`config.mk`:
```
export PLATFORM = sky130hd
export DESIGN_NAME = imu_spi_seq_flat
export DESIGN_NICKNAME = d
export VERILOG_FILES = /design/src/rtl/imu_spi_seq_pkg.sv /design/src/rtl/imu_spi_seq_if.sv /design/src/rtl/imu_spi_seq_sync2.sv /design/src/rtl/imu_spi_seq.sv /design/src/flat_wrapper.sv
export SDC_FILE = /design/constraint.sdc
export NUM_CORES = 1
export LEC_CHECK = 0
export ABC_AREA = 0
export CAP_MARGIN = 20
export CORE_MARGIN = 3
export CORE_UTILIZATION = 45
export DETAILED_ROUTE_END_ITERATION = 12
export PLACE_DENSITY = 0.78
export SYNTH_ARGS = -nofsm -noshare
export SYNTH_HDL_FRONTEND = slang
export SYNTH_SLANG_ARGS = --single-unit
```
`constraint.sdc`:
```
create_clock -name clk -period 1.7 [get_ports clk]
set_input_delay 0.34 -clock clk [delete_from_list [all_inputs] [get_ports clk]]
set_output_delay 0.34 -clock clk [all_outputs]
set_load 0.01 [all_outputs]
```
`src/rtl/imu_spi_seq_pkg.sv`:
```
// imu_pkg: sequencer states, gyro read commands and default configuration words
package imu_pkg;
    typedef enum logic [2:0] {PWR_WAIT, CFG0, CFG1, CFG2, IDLE, RD_L, RD_H} state_t;
    localparam logic [15:0] YAWL_RD  = 16'hA600;
    localparam logic [15:0] YAWH_RD  = 16'hA700;
    localparam logic [15:0] CFG0_DEF = 16'h0D02;
    localparam logic [15:0] CFG1_DEF = 16'h1160;
    localparam logic [15:0] CFG2_DEF = 16'h1440;
endpackage

```
`src/rtl/imu_spi_seq_if.sv`:
```
// imu_spi_seq_if: command/response link between the sequencer (master) and the SPI monarch (slave)
//   snd  - start transaction pulse      cmd  - 16-bit command, held while open
//   done - transaction complete level   resp - response, low byte meaningful
interface imu_spi_seq_if;
    logic        snd;
    logic [15:0] cmd;
    logic        done;
    logic [15:0] resp;
    modport master (output snd, cmd, input done, resp);
    modport slave  (input snd, cmd, output done, resp);
endinterface

```
`src/rtl/imu_spi_seq_sync2.sv`:
```
// sync2: two-flop synchroniser with asynchronous active-low reset to 0
//   clk, rst_n - clock and reset   i_d - asynchronous input   o_q - synchronised output
module sync2 (
    input  logic clk,
    input  logic rst_n,
    input  logic i_d,
    output logic o_q
);
    logic [1:0] r_q;
    always_ff @(posedge clk or negedge rst_n)
        if (!rst_n) r_q <= '0;
        else        r_q <= {r_q[0], i_d};
    assign o_q = r_q[1];
endmodule

```
`src/rtl/imu_spi_seq.sv`:
```
// imu_spi_seq: gyro power-up wait, three config writes, then yaw-rate reads on each data-ready
//   clk, rst_n  - clock, asynchronous active-low reset
//   i_int       - gyro data-ready (asynchronous)
//   spi         - master side of the SPI monarch link
//   o_yaw_rt    - signed yaw rate {high byte, low byte}
//   o_vld       - one-cycle strobe when o_yaw_rt updates
//   o_init_done - configuration complete, sticky until reset
module imu_spi_seq import imu_pkg::*; #(
    parameter int          STARTUP_W = 16,
    parameter logic [15:0] CFG0      = CFG0_DEF,
    parameter logic [15:0] CFG1      = CFG1_DEF,
    parameter logic [15:0] CFG2      = CFG2_DEF
) (
    input  logic                 clk,
    input  logic                 rst_n,
    input  logic                 i_int,
    imu_spi_seq_if.master        spi,
    output logic [15:0]          o_yaw_rt,
    output logic                 o_vld,
    output logic                 o_init_done
);
    state_t                 r_state, w_state;
    logic [STARTUP_W-1:0]   r_cnt, w_cnt;
    logic                   r_snd, w_snd, r_vld, w_vld, r_init, w_init;
    logic [15:0]            r_cmd, w_cmd, r_yaw, w_yaw;
    logic [7:0]             r_yawl, w_yawl;
    logic                   w_int_s, w_go, w_unused;
    sync2 u_sync (.clk(clk), .rst_n(rst_n), .i_d(i_int), .o_q(w_int_s));
    // done is still high from the previous transaction in the cycle snd is out
    assign w_go     = spi.done && !r_snd;
    assign w_unused = ^spi.resp[15:8];
    always_ff @(posedge clk or negedge rst_n)
        if (!rst_n) begin
            r_state <= PWR_WAIT;
            r_cnt   <= '0;
            r_snd   <= 1'b0;
            r_cmd   <= '0;
            r_yawl  <= '0;
            r_yaw   <= '0;
            r_vld   <= 1'b0;
            r_init  <= 1'b0;
        end else begin
            r_state <= w_state;
            r_cnt   <= w_cnt;
            r_snd   <= w_snd;
            r_cmd   <= w_cmd;
            r_yawl  <= w_yawl;
            r_yaw   <= w_yaw;
            r_vld   <= w_vld;
            r_init  <= w_init;
        end
    always_comb begin
        w_state = r_state;
        w_cnt   = r_cnt;
        w_snd   = 1'b0;
        w_cmd   = r_cmd;
        w_yawl  = r_yawl;
        w_yaw   = r_yaw;
        w_vld   = 1'b0;
        w_init  = r_init;
        case (r_state)
            PWR_WAIT: begin
                w_cnt = r_cnt + 1'b1;
                if (&r_cnt) begin w_snd = 1'b1; w_cmd = CFG0; w_state = imu_pkg::CFG0; end
            end
            imu_pkg::CFG0: if (w_go) begin w_snd = 1'b1; w_cmd = CFG1; w_state = imu_pkg::CFG1; end
            imu_pkg::CFG1: if (w_go) begin w_snd = 1'b1; w_cmd = CFG2; w_state = imu_pkg::CFG2; end
            imu_pkg::CFG2: if (w_go) begin w_init = 1'b1; w_state = IDLE; end
            IDLE:     if (w_int_s) begin w_snd = 1'b1; w_cmd = YAWL_RD; w_state = RD_L; end
            RD_L:     if (w_go) begin w_yawl = spi.resp[7:0]; w_snd = 1'b1; w_cmd = YAWH_RD; w_state = RD_H; end
            RD_H:     if (w_go) begin w_yaw = {spi.resp[7:0], r_yawl}; w_vld = 1'b1; w_state = IDLE; end
            default:  w_state = PWR_WAIT;
        endcase
    end
    assign spi.snd     = r_snd;
    assign spi.cmd     = r_cmd;
    assign o_yaw_rt    = r_yaw;
    assign o_vld       = r_vld;
    assign o_init_done = r_init;
endmodule

```
`src/flat_wrapper.sv`:
```
// flat-port wrapper written by rule: the top's interface ports become plain ports
module imu_spi_seq_flat import imu_pkg::*;
#(
    parameter int          STARTUP_W = 16,
    parameter logic [15:0] CFG0      = CFG0_DEF,
    parameter logic [15:0] CFG1      = CFG1_DEF,
    parameter logic [15:0] CFG2      = CFG2_DEF
)
  (clk, rst_n, i_int, o_yaw_rt, o_vld, o_init_done, spi_snd, spi_cmd, spi_done, spi_resp);
  imu_spi_seq_if spi_i ();
  input  logic clk;
  input  logic rst_n;
  input  logic i_int;
  output logic [15:0] o_yaw_rt;
  output logic o_vld;
  output logic o_init_done;
  output wire logic [$bits(spi_i.snd)-1:0] spi_snd;
  output wire logic [$bits(spi_i.cmd)-1:0] spi_cmd;
  input wire logic [$bits(spi_i.done)-1:0] spi_done;
  input wire logic [$bits(spi_i.resp)-1:0] spi_resp;
  assign spi_snd = spi_i.snd;
  assign spi_cmd = spi_i.cmd;
  assign spi_i.done = spi_done;
  assign spi_i.resp = spi_resp;
  imu_spi_seq #(.STARTUP_W(STARTUP_W), .CFG0(CFG0), .CFG1(CFG1), .CFG2(CFG2)) u_core (.clk(clk), .rst_n(rst_n), .i_int(i_int), .spi(spi_i), .o_yaw_rt(o_yaw_rt), .o_vld(o_vld), .o_init_done(o_init_done));
endmodule
```
==> flow_summary.toml <==
[timing]
whs_ps = 12.4
drv_slew = 0
fin_skew_ps = 5.07
period_needed_ps = 1620
clock.fmax_mhz = 618
finalSetupViolations = 0
period_share_pct = 95.2
rsz0062_at_grt = "yes"
hold_violations = 0

[critical_path]
critPathKind = "reg2reg"
startpoint_type = "flip-flop"
cp.arrival_ps = 1860
cp-end-kind = "flip-flop"
crit_required_ps = 1940
crit_fanout = 5

[clocking]
path_clk_slew_ps = 90
cts-root-buf = "clkbuf_8"
cts.sinks = 54
clkLatencyLatePin_ps = 300
cts.path.max_buffers = 2
cts_made_buffers = 5
cts_max_level = 2
cts_setup_buffers = 0
cts_tree = "yes"

[run]
drv_cap = 0

[route]
wl_per_cell_um = 13.8
routed_wl_um = 4430
vias_per_cell = 5.00
drt-pass1-iter-count = 5
vias = 1600
ant_nets = 0
drtIter0Drc = 73
drc = 0

[yosys]
ys.flop_type = "dfrtp_1"
synth_cells = 200
synth_edf_count = 0
ys_seq_elements = 54
async_reset_ff_share_pct = 100
syn_area_um2 = 2390
ys_seq_area_share_pct = 56.5
synth-warning-count = 0
synthDistinctLibCells = 41
synth.avg_cell_area_um2 = 12.0

[floorplan]
die_w_um = 78.9
core_area_um2 = 4940
fp-row-count = 25
io_pins = 55
start_util_pct = 48.4
dieHeight_um = 78.9
die_area_um2 = 6230

[finish]
drive_above_1_share_pct = 15.8
antenna_cells = 0
nNetsFinal = 273
stdcell_area_um2 = 3050
utilization_pct = 61.7
area_growth_pct = 27.5
final_cells = 320
fillers = 430
layout_commonest_cell = "dfrtp_1"
most-common-layout-cells = "dfrtp_1, clkdlybuf4s50_1, mux2_1"

[pwr]
power_mw = 2.06
power-per-cell-area_nw_per_um2 = 676
p_leak_nw = 1.41
vdd_drop_max_v = 0.000343

[hold_path]
hp-class = "in2async"

[place]
dp_hpwl_um = 3260
gp_congestion = 0.820
io_buffers = 40
dp.cells = 312
dpl_cell_area_um2 = 2950

[global_route]
grt_pass1_vias = 1558
antenna_found_initial = 0
grt_start_max_net_pins = 55
grt_pass1_wl_um = 7450
grt_use_total_pct = 15.2
grt-ovfl-total = 0

[outcome]
status = "finished clean"
power breakdown:
part	leakage, nW	total (mW)	switching [mW]	internal, mW
clock	0.0452	0.695	0.403	0.291
combinational	0.649	0.0781	0.0431	0.0350
sequential	0.720	1.29	0.00243	1.29
total	1.41	2.06	0.449	1.61
final cells by class:
type / count / area, um2 / area share [%]
sequential: 54 / 1350 / 44.3
timing repair buffer: 58 / 568 / 18.6
clock buffer: 6 / 72.6 / 2.38
multi-input combinational: 130 / 950 / 31.1
clock inverter: 2 / 13.8 / 0.451
tap: 67 / 83.8 / 2.75
inverter: 3 / 11.3 / 0.369
metrics by stage:
step / TNS (ps) / setup slack (ps)
6_report: 0 / 81.4
2_1_floorplan: 0 / 99.8
3_5_place_dp: -3620 / -222
5_1_grt: -15.4 / -7.70
3_3_place_gp: -2730 / -170
4_1_cts: 0 / 23.9
cell families after synthesis:
family                     share of synthesized area [%]
xor gates and xnor gates                            5.49
adders and majority gates                          0.523
and+or+nand+nor                                     14.8
buffers and inverters                               5.33
AOI/OAI and AO/OA                                   5.02
other                                              0.157
muxes                                               12.2
DFF                                                 56.5
routing by layer:
layer / global-route usage (%) / up-vias / wire [um]
met2: 24.4 / 36 / 2280
met5: 0 / - / 0
li1: - / 772 / -
met1: 20.9 / 788 / 1940
met3: 3.51 / 4 / 163
met4: 4.12 / 0 / 44
flip-flops by register name, indices dropped and copies added, names as in the netlist:
register	cells
u_core.spi.snd	1
u_core.r_cnt	16
u_core.u_sync.r_q	2
u_core.o_yaw_rt	16
u_core.r_yawl	8
u_core.spi.cmd	6
u_core.r_state	3
u_core.o_init_done	1
u_core.o_vld	1
timing repair:
item                                    4_1_cts  5_1_grt
pin swaps                                     0        1
hold endpoints to repair                      0        0
hold buffers                                  0        0
gates resized for setup                       1        3
endpoints found under the setup margin        9        9
final timing paths:
path | startpoint | end | slack (ps) | cells after the start
setup reg to reg | u_core.r_state[2] | u_core.spi.cmd[5] | 80 | 4
max in group asynchronous | rst_n | u_core.spi.cmd[8] | 1450 | 2
setup / recovery | u_core.r_state[2] | u_core.spi.cmd[5] | 80 | 4
hold / removal | rst_n | u_core.r_cnt[15] | 10 | 2
hold reg to reg | u_core.u_sync.r_q[0] | u_core.u_sync.r_q[1] | 360 | 0
min in group clk | u_core.u_sync.r_q[0] | u_core.u_sync.r_q[1] | 360 | 0
synth_stat cells (all sizes together) (5+ instances only):
| library cell | n | area [um2] |
|---|---|---|
| nand2 | 18 | 67.6 |
| nand3 | 7 | 40.0 |
| nor2b | 6 | 37.5 |
| nand4 | 5 | 37.5 |
| mux2 | 25 | 282 |
| buf | 14 | 101 |
| xnor2 | 13 | 114 |
| nor2 | 12 | 47.6 |
| o21ai | 7 | 35.0 |
| dfrtp | 54 | 1350 |
critical path, stage by stage, from the launching register on:
cell	delay, ps
dfrtp_1	390
or3_4	440
nor4_2	320
and4b_1	260
o32a_1	150
Power figures use the tool's default switching activity.
